$ cat config.mk
export PLATFORM = sky130hd
export DESIGN_NAME = ccff_chain_loader
export DESIGN_NICKNAME = d
export VERILOG_FILES = /design/src/rtl/ccff_loader_pkg.sv /design/src/rtl/ccff_word_serializer.sv /design/src/rtl/ccff_chain_loader.sv
export SDC_FILE = /design/constraint.sdc
export NUM_CORES = 1
export LEC_CHECK = 0
export ABC_AREA = 0
export BUFFER_PORTS_ARGS = -buffer_cell sky130_fd_sc_hd__clkbuf_2
export CORE_ASPECT_RATIO = 0.6
export CORE_MARGIN = 2
export CORE_UTILIZATION = 40
export DETAILED_ROUTE_END_ITERATION = 8
export PLACE_DENSITY = 0.65
export SLEW_MARGIN = 20
export SYNTH_ARGS = -nofsm -noshare
export SYNTH_HDL_FRONTEND = slang
export SYNTH_SLANG_ARGS = --single-unit
$ cat constraint.sdc
create_clock -name prog_clk -period 2.74 [get_ports prog_clk]
set_input_delay 0.411 -clock prog_clk [delete_from_list [all_inputs] [get_ports prog_clk]]
set_output_delay 0.411 -clock prog_clk [all_outputs]
set_load 0.01 [all_outputs]
$ cat src/rtl/ccff_loader_pkg.sv
// Shared types and helpers for the configuration-chain loader.
package ccff_loader_pkg;

  // Default geometry of the attached chain and the bitstream interface.
  localparam int CHAIN_LEN_DEF = 64;
  localparam int WORD_W_DEF    = 8;
  localparam int MCNT_W_DEF    = 16;

  // Loader operating phases; VERIFY is only reachable in the readback build.
  typedef enum logic [1:0] {
    IDLE   = 2'd0,
    LOAD   = 2'd1,
    VERIFY = 2'd2,
    FIN    = 2'd3
  } ccff_state_e;

  // Width of a counter that must hold the value n itself (0..n).
  function automatic int cnt_width(input int n);
    return (n < 1) ? 1 : $clog2(n + 1);
  endfunction

endpackage

$ cat src/rtl/ccff_word_serializer.sv
// Word-to-bit serializer: a WORD_W shift buffer with a fill counter.
// Accepts a whole word when empty (or when its last bit leaves this cycle)
// and presents the buffered MSB as the current serial bit.
module ccff_word_serializer
  import ccff_loader_pkg::*;
#(
  parameter int WORD_W = WORD_W_DEF
) (
  input  logic              clk,
  input  logic              rst,
  input  logic              clr,
  input  logic              load,
  input  logic [WORD_W-1:0] word,
  input  logic              advance,
  output logic              can_load,
  output logic              bit_out,
  output logic              bit_valid
);

  localparam int FILL_W = cnt_width(WORD_W);

  logic [WORD_W-1:0] sreg_q;
  logic [FILL_W-1:0] fill_q;

  assign bit_valid = (fill_q != '0);
  assign bit_out   = sreg_q[WORD_W-1];
  // Refill is allowed in the same cycle the final buffered bit is consumed,
  // so a continuously valid source never sees a bubble between words.
  assign can_load  = !bit_valid || ((fill_q == FILL_W'(1)) && advance);

  // Buffer load / shift; a load always wins over the shift of the old word.
  always_ff @(posedge clk) begin
    if (rst || clr) begin
      sreg_q <= '0;
      fill_q <= '0;
    end else if (load) begin
      sreg_q <= word;
      fill_q <= FILL_W'(WORD_W);
    end else if (advance && bit_valid) begin
      sreg_q <= sreg_q << 1;
      fill_q <= fill_q - FILL_W'(1);
    end
  end

endmodule

$ cat src/rtl/ccff_chain_loader.sv
// Writer end of the configuration chain: streams bitstream words MSB-first
// onto ccff_head and raises chain_shift_en on every cycle that carries a bit.
// Optional readback (macro CCFF_READBACK_EN): after the load a second pass
// recirculates the chain through ccff_tail and counts bits that differ from
// the re-supplied bitstream.
module ccff_chain_loader
  import ccff_loader_pkg::*;
#(
  parameter int CHAIN_LEN = CHAIN_LEN_DEF,
  parameter int WORD_W    = WORD_W_DEF,
  parameter int MCNT_W    = MCNT_W_DEF
) (
  input  logic              prog_clk,
  input  logic              pReset,
  input  logic              start,
  input  logic [WORD_W-1:0] word_in,
  input  logic              word_valid,
  output logic              word_ready,
  output logic              ccff_head,
  input  logic              ccff_tail,
  output logic              chain_shift_en,
  output logic              busy,
  output logic              done,
  output logic [MCNT_W-1:0] mismatch_cnt
);

  localparam int              CNT_W    = cnt_width(CHAIN_LEN);
  localparam logic [CNT_W-1:0] LAST_CNT = CNT_W'(CHAIN_LEN - 1);

  ccff_state_e      state_q, state_d;
  logic [CNT_W-1:0] bit_cnt_q;
  logic             head_q;
  logic             active;
  logic             ser_ready, ser_bit, ser_vld, ser_clr;
  logic             load_word;
  logic             final_shift;
  logic             head_bit;

  assign active         = (state_q == LOAD) || (state_q == VERIFY);
  assign chain_shift_en = active && ser_vld;
  // The shift that brings bit_cnt to CHAIN_LEN ends the pass; no further
  // word may be taken in that cycle and any leftover low bits are dropped.
  assign final_shift    = chain_shift_en && (bit_cnt_q == LAST_CNT);
  assign word_ready     = active && ser_ready && !final_shift;
  assign load_word      = word_valid && word_ready;
  assign ser_clr        = !active || final_shift;
  assign busy           = (state_q != IDLE);
  assign done           = (state_q == FIN);

  ccff_word_serializer #(
    .WORD_W (WORD_W)
  ) u_ser (
    .clk       (prog_clk),
    .rst       (pReset),
    .clr       (ser_clr),
    .load      (load_word),
    .word      (word_in),
    .advance   (chain_shift_en),
    .can_load  (ser_ready),
    .bit_out   (ser_bit),
    .bit_valid (ser_vld)
  );

`ifdef CCFF_READBACK_EN
  // During verify the chain is fed its own tail so contents survive the pass.
  assign head_bit = (state_q == VERIFY) ? ccff_tail : ser_bit;
`else
  assign head_bit = ser_bit;
`endif

  // Head holds its last driven value whenever the chain is not shifting.
  assign ccff_head = chain_shift_en ? head_bit : head_q;

  // State register.
  always_ff @(posedge prog_clk) begin
    if (pReset) state_q <= IDLE;
    else        state_q <= state_d;
  end

  // Next-state decode; start is only honoured from IDLE.
  always_comb begin
    state_d = state_q;
    case (state_q)
      IDLE:    if (start) state_d = LOAD;
`ifdef CCFF_READBACK_EN
      LOAD:    if (final_shift) state_d = VERIFY;
`else
      LOAD:    if (final_shift) state_d = FIN;
`endif
      VERIFY:  if (final_shift) state_d = FIN;
      FIN:     state_d = IDLE;
      default: state_d = IDLE;
    endcase
  end

  // Per-pass shift counter, restarted at the end of each pass.
  always_ff @(posedge prog_clk) begin
    if (pReset)                       bit_cnt_q <= '0;
    else if (final_shift || !active)  bit_cnt_q <= '0;
    else if (chain_shift_en)          bit_cnt_q <= bit_cnt_q + CNT_W'(1);
  end

  // Remember the last value put on ccff_head so stalls do not glitch it.
  always_ff @(posedge prog_clk) begin
    if (pReset) head_q <= 1'b0;
    else        head_q <= ccff_head;
  end

`ifdef CCFF_READBACK_EN
  localparam logic [MCNT_W-1:0] MCNT_MAX = '1;

  logic [MCNT_W-1:0] mcnt_q;
  logic              miss;

  // Expected bit comes from the re-supplied stream, observed bit from the tail.
  assign miss = (state_q == VERIFY) && chain_shift_en && (ccff_tail != ser_bit);

  // Saturating mismatch counter, cleared when a new operation starts.
  always_ff @(posedge prog_clk) begin
    if (pReset)                             mcnt_q <= '0;
    else if ((state_q == IDLE) && start)    mcnt_q <= '0;
    else if (miss && (mcnt_q != MCNT_MAX))  mcnt_q <= mcnt_q + MCNT_W'(1);
  end

  assign mismatch_cnt = mcnt_q;
`else
  logic unused_tail;

  assign unused_tail  = ccff_tail;
  assign mismatch_cnt = '0;
`endif

endmodule

==> metrics.md <==
| Metric | Value |
|---|---|
| Synth warn | 0 |
| Area of the multi-input gates | 732 sq um |
| Clock period minus worst slack | 2.38 ns |
| Worst-path clk slew | 0.09 ns |
| CTS root buf | clkbuf_8 |
| Die height | between 40 and 50 um |
| Vias per cell | 4.89 |
| Mapped Area | 0.00128 sq mm |
| Most frequent cells in the layout | dfxtp_1, a211oi_1, conb_1, clkbuf_2, nor2_1 |
| Pleak | 0.580 nW |
| Post-Place Worst Slack | 0.521 ns |
| Antenna diodes | 0 |
| Worst setup EP type | output pin |
| Final setup vio count | 0 |
| Slew HR | 64.5% |
| CTS tree | yes |
| Layout area overhead | 10.2% |
| Critical path launch point type | register |
| Crit Path Class | register to output pin |
| DR iter-0 viols | between 40 and 50 |
| CP top delay family | simple AND/OR/NAND/NOR gates |
| Finished Core Util | between 40% and 50% |
| Synth unique cells | 38 |
| Post-CTS Setup Repair Bufs | 0 |
| Fin Setup TNS | 0 ns |
| Top-level I/O count | 34 |
| Wire per inst | 12.8 um |
| Tightest Pin Transition | about 0.53 ns |
| H-tree Lvls | 1 |
| Top cells by area, synth | dfxtp_1, a211oi_1, buf_4 |
| Worst Path Max Fanout | 8 |
| Resized cells post-CTS | 0 |
| Final worst slack | 0.362 ns |
| Critical Path Max Stage Delay | 0.50 ns |
| Met2 usage | 25.1% |
| Worst path cell trace | inv_1, ha_1, or3b_2, nand2_2, buf_4, inv_2, clkbuf_2 |
| Hold crit path type | input pin to register |
| Die width | 77.0 um |
| Die ar. | 0.00368 sq mm |
| Grt met1 use | 21.8% |
| Setup Skew | ~0.0075 ns |
| Vias | between 900 and 1k |
| Met3 Usage GRT | under 10% |
| Post-synthesis register bit count | 22 |
| Final wirelength | 2590 um |
| Total Routing Usage GR | 15.8% |
| Sequential fraction of the synthesis area | 34.4% |
| DRC viols | 0 |
| Status | complete, no violations |
| Antenna-violating nets left | 0 |
| Count of final hold-check violations | 0 |
| IO buf count | 16 |
| Commonest non-fill, non-tap cell in the layout | dfxtp_1 |
| Final period util | 86.8% |
| FF+latch area | 440 sq um |
| Leading area contributor after synthesis | dfxtp_1 |
| Number of nets in the layout | 180 |
| Buf+Inv Stages, Crit Path | 4 |
| Layout Cells excl Fill | around 200 |
| Power Dens Cells | between 700 and 800 mW/mm^2 |
| Core Rows | 15 |
| CTS buffer count | 3 |
| Slew Limit Fails | 0 |
| FILL cells | 299 |
| Vias in the first global route | 932 |
| Worst path arrival time | 1.97 ns |
| Post-synth ARST share | 0% |
| Core Area | approximately 0.0030 sq mm |
| Placed wire-length estimate | 1960 um |
| First-pass GRT wire length | 4400 um |
| Number of synthesized flops with an enable pin | 0 |
| Drt first pass iters | 4 |
| Cts hold-fix bufs | 0 |
| Required time worst endpoint | 2.33 ns |
| Mapped Cells | 140 |
| Max frequency | 421 MHz |
| Proportion of layout cells with a drive suffix above 1 | 21.9% |
| Largest net degree at the start of global routing | 20 |
| Final Instance Area | about 0.0014 sq mm |
| CP max-delay cell | or3b_2 |
| Primary FF master, synth | dfxtp_1 |
| RSZ-0062 raised after global routing | false |
| Max_cap viols | 0 |
| VDD IR-drop max | 0.274 mV |
| Initial Util | 43.1% |
| Synth top area share | between 30% and 40% |
| Final global-route overflow total | 0 |
| Initial antenna violation count | 0 |
| Syn avg cell area | ~9.1 sq um |
| Worst-case clock buffer depth | 2 |
| Clock sink count | 22 |
| Worst-Skew Late Latency | 0.27 ns |
| GRT Max-Usage Layer | met2 |
| Routability cong. | 0.822 |
| Placed Cells | 198 |
| Cell Area, Placed | roughly 0.0014 sq mm |
## final timing paths
kind	startpoint	end	slack, ns	cells after the start
max	u_ser.fill_q[0]	chain_shift_en	0.36	7
min reg2reg	bit_cnt_q[1]	bit_cnt_q[1]	0.49	2
max reg2reg	u_ser.fill_q[0]	u_ser.fill_q[0]	0.52	6
min	pReset	head_q	0.34	2
## cell families after synthesis
logic type	count (synthesis)	share of synthesized area [%]
buffers and inverters	25	12.7
DFF	22	34.4
adders and majority gates	6	5.87
other	1	0.293
and+or+nand+nor	43	19.2
xor gates and xnor gates	6	4.11
muxes	8	6.36
AOI/OAI and AO/OA	29	17.0
## synthesized netlist by cell type, types with 3 or more instances
cell type	n
dfxtp_1	22
a211oi_1	16
buf_4	16
nor2_1	11
a21oi_1	7
mux2i_1	7
nand2_1	7
ha_1	6
nor3_1	6
inv_1	5
xnor2_1	5
nand3_1	4
nor2b_1	3
## routing by layer
layer / vias up / share of wire, %
li1: 507 / -
met1: 460 / 53
met2: 19 / 42
met3: 2 / 3.9
met4: 0 / 0.46
met5: - / 0
## registers in the layout (all words and copies together) (netlist names)
| name | flops |
|---|---|
| head_q | 1 |
| u_ser.sreg_q | 8 |
| u_ser.fill_q | 4 |
| bit_cnt_q | 7 |
| state_q | 2 |
## cell type report
cell class                 count  share of cell area (%)
multi-input combinational    108                    52.0
sequential                    22                    31.3
timing repair buffer          19                    7.28
clock buffer                   4                    3.91
tap                           42                    3.73
inverter                       7                    1.87
## metrics by stage
step / hold slack, ns / power (mW)
2_1_floorplan: 0.445 / 0.748
3_3_place_gp: 0.465 / 0.837
3_5_place_dp: 0.467 / 0.847
4_1_cts: 0.345 / 1.09
5_1_grt: 0.356 / 1.17
6_report: 0.345 / 1.09
## power breakdown
part,internal (mW),switching [mW]
clock,0.128,0.111
sequential,0.358,0.0317
combinational,0.173,0.286
Note: power is estimated with default switching activity, not from simulation.
